===== src/rtl/wb_rob_param.sv =====
// Parameterized reorder buffer: in-order allocation, out-of-order multi-port completion,
// in-order retire to the register file, precise exception flush, and a two-source result bypass.
module wb_rob_param #(
    parameter int unsigned NUM_ENTRIES = 8,
    parameter int unsigned NUM_PORTS   = 3,
    parameter int unsigned DATA_W      = 32,
    parameter int unsigned DEST_W      = 5,
    parameter int unsigned PC_W        = 32,
    localparam int unsigned IDX_W      = $clog2(NUM_ENTRIES)
) (
    input  logic                          clk,
    input  logic                          rst_n,
    input  logic                          alloc_valid,
    input  logic [DEST_W-1:0]             alloc_dest,
    input  logic [PC_W-1:0]               alloc_pc,
    output logic                          alloc_ready,
    output logic [IDX_W-1:0]              alloc_id,
    input  logic [NUM_PORTS-1:0]          cmpl_valid,
    input  logic [NUM_PORTS*IDX_W-1:0]    cmpl_id,
    input  logic [NUM_PORTS*DATA_W-1:0]   cmpl_data,
    input  logic [NUM_PORTS-1:0]          cmpl_xcpt,
    output logic                          rf_we,
    output logic [DEST_W-1:0]             rf_dest,
    output logic [DATA_W-1:0]             rf_data,
    output logic [IDX_W-1:0]              rf_id,
    output logic                          xcpt_valid,
    output logic [PC_W-1:0]               xcpt_pc,
    output logic [IDX_W-1:0]              xcpt_id,
    output logic                          flush,
    input  logic [2*IDX_W-1:0]            byp_id,
    output logic [1:0]                    byp_hit,
    output logic [2*DATA_W-1:0]           byp_data,
    output logic [IDX_W:0]                count,
    output logic [IDX_W-1:0]              oldest_id
);

    localparam int unsigned CNT_W = IDX_W + 1;

    logic [NUM_ENTRIES-1:0] valid_q, valid_d, done_q, done_d, xcpt_q, xcpt_d;
    logic [DEST_W-1:0]      dest_q [NUM_ENTRIES];
    logic [DEST_W-1:0]      dest_d [NUM_ENTRIES];
    logic [PC_W-1:0]        pc_q   [NUM_ENTRIES];
    logic [PC_W-1:0]        pc_d   [NUM_ENTRIES];
    logic [DATA_W-1:0]      data_q [NUM_ENTRIES];
    logic [DATA_W-1:0]      data_d [NUM_ENTRIES];
    logic [IDX_W-1:0]       head_q, head_d, tail_q, tail_d;
    logic [CNT_W-1:0]       count_q, count_d;

    logic                   rf_we_q, rf_we_d, xcpt_valid_q, xcpt_valid_d, flush_q, flush_d;
    logic [DEST_W-1:0]      rf_dest_q, rf_dest_d;
    logic [DATA_W-1:0]      rf_data_q, rf_data_d;
    logic [IDX_W-1:0]       rf_id_q, rf_id_d, xcpt_id_q, xcpt_id_d;
    logic [PC_W-1:0]        xcpt_pc_q, xcpt_pc_d;

    logic                   head_done, retire, flush_pending, alloc_fire;
    logic [IDX_W-1:0]       cid, bid;

    // Head entry decides this cycle's retire or exception; an exception blocks new work.
    assign head_done     = valid_q[head_q] & done_q[head_q];
    assign retire        = head_done & ~xcpt_q[head_q];
    assign flush_pending = head_done & xcpt_q[head_q];
    assign alloc_ready   = (count_q < CNT_W'(NUM_ENTRIES)) & ~flush_pending;
    assign alloc_fire    = alloc_valid & alloc_ready;
    assign alloc_id      = tail_q;
    assign count         = count_q;
    assign oldest_id     = head_q;

    always_comb begin
        valid_d = valid_q;
        done_d  = done_q;
        xcpt_d  = xcpt_q;
        dest_d  = dest_q;
        pc_d    = pc_q;
        data_d  = data_q;
        head_d  = head_q;
        tail_d  = tail_q;
        count_d = count_q;
        cid     = '0;
        if (flush_pending) begin
            valid_d = '0;
            done_d  = '0;
            xcpt_d  = '0;
            head_d  = '0;
            tail_d  = '0;
            count_d = '0;
        end else begin
            // Walk ports high to low so the lowest-index port has the final word.
            for (int p = int'(NUM_PORTS) - 1; p >= 0; p--) begin
                cid = cmpl_id[p*IDX_W +: IDX_W];
                if (cmpl_valid[p] && valid_q[cid] && !(retire && (cid == head_q))) begin
                    done_d[cid] = 1'b1;
                    data_d[cid] = cmpl_data[p*DATA_W +: DATA_W];
                    xcpt_d[cid] = xcpt_q[cid] | cmpl_xcpt[p];
                end
            end
            if (retire) begin
                valid_d[head_q] = 1'b0;
                done_d[head_q]  = 1'b0;
                xcpt_d[head_q]  = 1'b0;
                head_d          = head_q + IDX_W'(1);
            end
            if (alloc_fire) begin
                valid_d[tail_q] = 1'b1;
                done_d[tail_q]  = 1'b0;
                xcpt_d[tail_q]  = 1'b0;
                dest_d[tail_q]  = alloc_dest;
                pc_d[tail_q]    = alloc_pc;
                tail_d          = tail_q + IDX_W'(1);
            end
            count_d = count_q + CNT_W'(alloc_fire) - CNT_W'(retire);
        end
    end

    // Registered retire and exception reporting.
    always_comb begin
        rf_we_d      = retire;
        rf_dest_d    = rf_dest_q;
        rf_data_d    = rf_data_q;
        rf_id_d      = rf_id_q;
        xcpt_valid_d = flush_pending;
        flush_d      = flush_pending;
        xcpt_pc_d    = xcpt_pc_q;
        xcpt_id_d    = xcpt_id_q;
        if (retire) begin
            rf_dest_d = dest_q[head_q];
            rf_data_d = data_q[head_q];
            rf_id_d   = head_q;
        end
        if (flush_pending) begin
            xcpt_pc_d = pc_q[head_q];
            xcpt_id_d = head_q;
        end
    end

    // Bypass sees only results already stored; this cycle's completions do not forward.
    always_comb begin
        byp_hit  = '0;
        byp_data = '0;
        bid      = '0;
        for (int i = 0; i < 2; i++) begin
            bid        = byp_id[i*IDX_W +: IDX_W];
            byp_hit[i] = valid_q[bid] & done_q[bid] & ~xcpt_q[bid];
            if (byp_hit[i]) begin
                byp_data[i*DATA_W +: DATA_W] = data_q[bid];
            end
        end
    end

    always_ff @(posedge clk) begin
        if (!rst_n) begin
            valid_q      <= '0;
            done_q       <= '0;
            xcpt_q       <= '0;
            dest_q       <= '{default: '0};
            pc_q         <= '{default: '0};
            data_q       <= '{default: '0};
            head_q       <= '0;
            tail_q       <= '0;
            count_q      <= '0;
            rf_we_q      <= 1'b0;
            rf_dest_q    <= '0;
            rf_data_q    <= '0;
            rf_id_q      <= '0;
            xcpt_valid_q <= 1'b0;
            flush_q      <= 1'b0;
            xcpt_pc_q    <= '0;
            xcpt_id_q    <= '0;
        end else begin
            valid_q      <= valid_d;
            done_q       <= done_d;
            xcpt_q       <= xcpt_d;
            dest_q       <= dest_d;
            pc_q         <= pc_d;
            data_q       <= data_d;
            head_q       <= head_d;
            tail_q       <= tail_d;
            count_q      <= count_d;
            rf_we_q      <= rf_we_d;
            rf_dest_q    <= rf_dest_d;
            rf_data_q    <= rf_data_d;
            rf_id_q      <= rf_id_d;
            xcpt_valid_q <= xcpt_valid_d;
            flush_q      <= flush_d;
            xcpt_pc_q    <= xcpt_pc_d;
            xcpt_id_q    <= xcpt_id_d;
        end
    end

    assign rf_we      = rf_we_q;
    assign rf_dest    = rf_dest_q;
    assign rf_data    = rf_data_q;
    assign rf_id      = rf_id_q;
    assign xcpt_valid = xcpt_valid_q;
    assign flush      = flush_q;
    assign xcpt_pc    = xcpt_pc_q;
    assign xcpt_id    = xcpt_id_q;

endmodule


===== config.mk =====
export PLATFORM = sky130hd
export DESIGN_NAME = wb_rob_param
export DESIGN_NICKNAME = d
export VERILOG_FILES = /design/src/rtl/wb_rob_param.sv
export SDC_FILE = /design/constraint.sdc
export NUM_CORES = 2
export LEC_CHECK = 0
export CORE_MARGIN = 4
export CORE_UTILIZATION = 50
export DETAILED_ROUTE_END_ITERATION = 16
export PLACE_DENSITY = 0.73
export SETUP_SLACK_MARGIN = 0.02
export SYNTH_ARGS = -nofsm -noshare
export SYNTH_HDL_FRONTEND = slang
export SYNTH_SLANG_ARGS = --single-unit

===== constraint.sdc =====
create_clock -name clk -period 3.75 [get_ports clk]
set_input_delay 1.125 -clock clk [delete_from_list [all_inputs] [get_ports clk]]
set_output_delay 1.125 -clock clk [all_outputs]
set_load 0.01 [all_outputs]

### After elaboration in Yosys (flattened, before gate mapping)

Index checks and enable logic that the tools add are counted.

| cells by class | value |
|---|---|
| bitwise operators | 35 |
| $lt $le $gt $ge | 24 |
| muxes and demuxes | 101 |
| add/subtract/negate cells | 4 |
| reductions and logical operators | 23 |
| equality and inequality tests | 3 |

Operators with widths:

| cell | number |
|---|---|
| two-way mux 256 bit | 5 |
| bitwise mux 256 bit | 4 |
| two-way mux 32 bit | 14 |
| binary-select mux 32 bit (select 3 bit) | 4 |
| demux 32 bit (select 3 bit) | 4 |
| two-way mux 8 bit | 21 |
| binary-select mux 1 bit (select 3 bit) | 15 |
| bitwise AND 8 bit | 5 |
| bitwise mux 40 bit | 1 |
| bitwise OR 8 bit | 4 |
| >= comparator 4 bit, second input constant | 7 |
| < comparator 3 x 4 -> 1 bit, second input constant | 7 |
| NOT 3 -> 4 bit | 7 |
| bitwise mux 8 bit | 3 |
| two-way mux 1 bit | 20 |
| logical AND 1 bit | 18 |
| < comparator 4 x 1 -> 1 bit, second input constant | 4 |
| NOT 8 bit | 2 |
| binary-select mux 5 bit (select 3 bit) | 1 |
| demux 1 bit (select 3 bit) | 5 |
| demux 5 bit (select 3 bit) | 1 |
| >= comparator 3 x 1 -> 1 bit, second input constant | 5 |
| two-way mux 5 bit | 3 |
| bitwise AND 1 bit | 9 |
| other kinds (10) | 21 |

| storage, ports and cells | value |
|---|---|
| logic and storage cells | 227 |
| flip-flop bits (word level) | 663 |
| output and inout port bits | 155 |
| bits of input ports | 157 |

### Depth between registers and ports, before layout

| logic depth | value |
|---|---|
| depth after elaboration | 20 |
| depth in mapped cells | 17 |

### Least setup slack after synthesis

Ideal clock, no wire load.

| timing | value |
|---|---|
| path kind | input port to output port |
| start | input port byp_id[3] |
| end | output port byp_data[35] |
| path buffers | 2 |
| path slack | -187 ps |
| stages on the path | 5 |
| arrival | 2812 ps |
| path through | buf_1 > buf_1 > mux4_2 > mux2i_1 > nor2_1 |

| between the ends | value |
|---|---|
| longest elaborated chain between the ends | 5 |
| elaborated cells between the ends (all ways) | 14 |

Ends and longest elaborated chain:

| what | line | text |
|---|---|---|
| start, declared | 30 | `input logic [2*IDX_W-1:0] byp_id,` |
| binary-select mux 1 bit (select 3 bit) or NOT 3 -> 4 bit (tied branches) | 142, 144 |  |
| two-way mux 1 bit (not written as such) or binary-select mux 32 bit (select 3 bit) (tied branches) | 142, 144 |  |
| bitwise AND 1 bit (tied with other cells) | 142 | `byp_hit[i] = valid_q[bid] & done_q[bid] & ~xcpt_q[bid];` |
| bitwise AND 1 bit or two-way mux 32 bit (tied branches) | 142, 144 |  |
| two-way mux 32 bit * | 143 | `if (byp_hit[i]) begin` |
| end, declared | 32 | `output logic [2*DATA_W-1:0] byp_data,` |

Every way passes the cells marked *; elsewhere a longest branch is shown, timed or not. The select of a mux whose other input is x is not followed.

### Worst setup path in the final report

| timing | value |
|---|---|
| start | register valid_q[0] |
| end | output port byp_data[14] |

| between the ends | value |
|---|---|
| longest elaborated chain between the ends | 5 |

Ends and longest elaborated chain:

| what | line | text |
|---|---|---|
| start, declared | 39 | `logic [NUM_ENTRIES-1:0] valid_q, valid_d, done_q, done_d, xcpt_q, xcpt_d;` |
| start signal, assigned | 169 | `valid_q <= valid_d;` |
| binary-select mux 1 bit (select 3 bit) | 142 |  |
| two-way mux 1 bit (not written as such) | 142 |  |
| bitwise AND 1 bit (2 in a row) | 142 |  |
| two-way mux 32 bit | 143 |  |

No other way between the ends. The select of a mux whose other input is x is not followed.

==> key figures <==
Final layout
  • Nets@finish: 4771
  • Commonest non-fill, non-tap cells in the layout: nand2_1, dfxtp_1, nor2_1, a21boi_0, clkdlybuf4s50_1
  • Layout area overhead: 20.8%
  • Final Cell Area: 48500 sq um
  • Layout Utilization: 61.2%
  • Most common cell after layout, fill and taps aside: nand2_1
  • Layout cells sized above 1: 18.8%

Synth
  • #FFs+latches synth: 663
  • Synth Flop Type: dfxtp_1
  • Mean post-synth cell area: 8.87 sq um
  • Largest cells by area after synthesis: dfxtp_1, mux4_2, nand2_1
  • Post-synth EDFFs: 0
  • Area leader, netlist: dfxtp_1
  • Syn. warnings: 0
  • Post-Syn Nets: 4692
  • Post-synth top area share: 33.0%
  • Synth Instances: 4528
  • Sequential-to-total area share from yosys stat: 33.0%
  • Ys async rst share: 0%
  • Unique masters post-synth: 77
  • Cell Area, Synth: 40200 sq um

Timing
  • Slew HR: 21.1%
  • Worst Skew: 40.3 ps
  • Period Utilization, post-route: 100%
  • Setup WS post-layout: -15.1 ps
  • Final setup viols: 9
  • Tmin final: 3770 ps
  • Max Slew Vio Count: 0
  • RSZ-0062 raised after global routing: true
  • Slew @ Worst Pin: 1180 ps
  • Achievable frequency: 266 MHz
  • Setup Total Neg Slack: -62.9 ps
  • Endpoints failing hold: 0

Floorplanning
  • Top Ports: 312
  • Initial core utilization: 50.7%
  • DIE AREA: 84900 sq um
  • Die span in y: 291 um
  • Core footprint: 79300 sq um
  • Row cnt: 103
  • Die W: 291 um

Clock tree
  • H-tree depth: 3
  • Worst-path clk slew: 70 ps
  • Number of CTS-inserted buffers: 77
  • Clock Tree Root: clkbuf_16
  • Sink Count: 663
  • CTS tree: yes
  • Max Root-Sink Buffers: 3
  • Clk Latency, worst-skew pair: 670 ps

Routing
  • DRC errors left: 0
  • First-iteration detailed-routing DRC count: 5461
  • Total wire length after detailed routing: 157000 um
  • Antenna Violating Nets Remaining: 0
  • DR pass1 iterations: 10
  • Average wire per standard cell: 27.3 um
  • Vias: 39800
  • Vias/cell: 6.95

Status
  • Outcome: finished, violations left
  • Violated checks: negative setup slack

Power and ir drop
  • Leak: 18.3 nW
  • Worst VDD drop: 395 uV
  • PD cells: 394 nW/um^2
  • Power Total: 0.0191 W

Run
  • Max-cap violations: 0

Global route
  • GRT overflow: 0
  • GRT Overall Usage: 35.0%
  • Largest net degree at the start of global routing: 242
  • First-pass GRT wire length: 235000 um
  • Vias in the first global route: 38400
  • Antenna violations before repair: 22

Placed design
  • Post-DP HPWL: 94700 um
  • Worst slack, placed: -448 ps
  • # port buffers: 311
  • Cell Area, Placed: 45400 sq um
  • Gpl congestion: 0.954

Worst setup path
  • Critical Path RT: 2620 ps
  • CP endpoint kind: primary output
  • Worst setup SP type: register
  • WP data arrival: 2640 ps
  • Max FO, Critical Path: 8
  • Crit path kind: register to primary output

Hold path
  • Hold WC Path Type: register to register
## final timing paths
kind	depth (start not counted)	start	end	slack (ps)
setup / recovery	9	valid_q[0]$_SDFF_PP0_	byp_data[14]	-20
hold / removal	2	pc_q[203]$_SDFFE_PN0P_	pc_q[203]$_SDFFE_PN0P_	450
setup reg to reg	12	oldest_id[1]$_SDFFE_PP0N_	data_q[81]$_SDFFE_PN0N_	340
hold reg to reg	2	pc_q[203]$_SDFFE_PN0P_	pc_q[203]$_SDFFE_PN0P_	450
## where the power goes
group / total (W) / internal [W] / switching (W)
Clock: 0.00803 / 0.00464 / 0.00339
Combinational: 0.00345 / 0.00145 / 0.00200
Sequential: 0.00761 / 0.00736 / 0.000254
## Yosys cell counts (9+ instances only)
cell	count
o211ai_1	39
o21ai_0	149
mux4_2	210
a221oi_1	83
xor2_1	9
nor3b_1	16
buf_4	10
o221a_2	61
nor2_1	333
inv_1	9
nand2b_1	11
clkbuf_1	317
a21boi_0	252
a21o_1	68
and3_1	11
nand3_1	20
o21ai_1	28
a21boi_1	57
o2111ai_1	15
a21oi_1	192
dfxtp_1	663
nand2_1	697
a22oi_1	90
a211oi_1	178
o31ai_1	65
nor3_1	28
clkbuf_2	12
o22ai_1	19
buf_1	128
mux2_2	38
o211a_1	116
nor2b_1	104
mux2i_1	244
buf_2	90
a221o_1	64
## cell type report
class	instances	area, sq um
Fill cell	6637	30700
Multi-Input combinational cell	3290	25100
Sequential cell	663	13300
Timing Repair Buffer	564	6010
Clock buffer	107	2230
Tap cell	1050	1310
Clock inverter	34	484
Inverter	11	43.8
Antenna cell	15	37.5
## flip-flops by register name, summed over array words and instances, names as in the netlist, 4 cells and up
register and flops:
data_q 256, pc_q 256, dest_q 40, rf_data 32
xcpt_pc 32, done_q 8, valid_q 8, xcpt_q 8
rf_dest 5, count 4
## critical path: stages (launching register included)
cell       delay (ps)
dfxtp_2           360
nand2_2            70
or2_4             240
mux4_2            490
nor2_4            160
a21oi_4            50
buf_12            160
clkbuf_16         190
nor2_1            100
buf_2             130
## metal layers
layer | up-vias | share of wire, % | track usage [%]
met5 | - | 0.056 | 0
met4 | 16 | 6.4 | 19.8
met3 | 783 | 13 | 9.77
met2 | 2997 | 44 | 53.5
met1 | 19100 | 37 | 44.6
li1 | 16900 | - | -
## kinds of logic after synthesis
family | after synthesis | share of synthesized area (%)
AOI/OAI and AO/OA | 1515 | 28.2
muxes | 493 | 19.0
adders and majority gates | 7 | 0.237
DFF | 663 | 33.0
buffers and inverters | 575 | 5.92
xor gates and xnor gates | 14 | 0.305
and+or+nand+nor | 1261 | 13.4
## stage by stage
step | cells | hold slack, ps
2_1_floorplan | 4528 | 432
3_3_place_gp | 5560 | 438
3_5_place_dp | 5560 | 445
4_1_cts | 5710 | 453
5_1_grt | 5726 | 471
6_report | 5734 | 453
## what timing repair did
action | in CTS | in global routing
pin swaps | 5 | 5
resized for setup | 299 | 61
setup endpoints to repair | 120 | 44
setup buffers | 4 | 9
hold buffers | 0 | 0
cloned | 5 | 1
No activity file was read; power rests on OpenSTA's default activity.
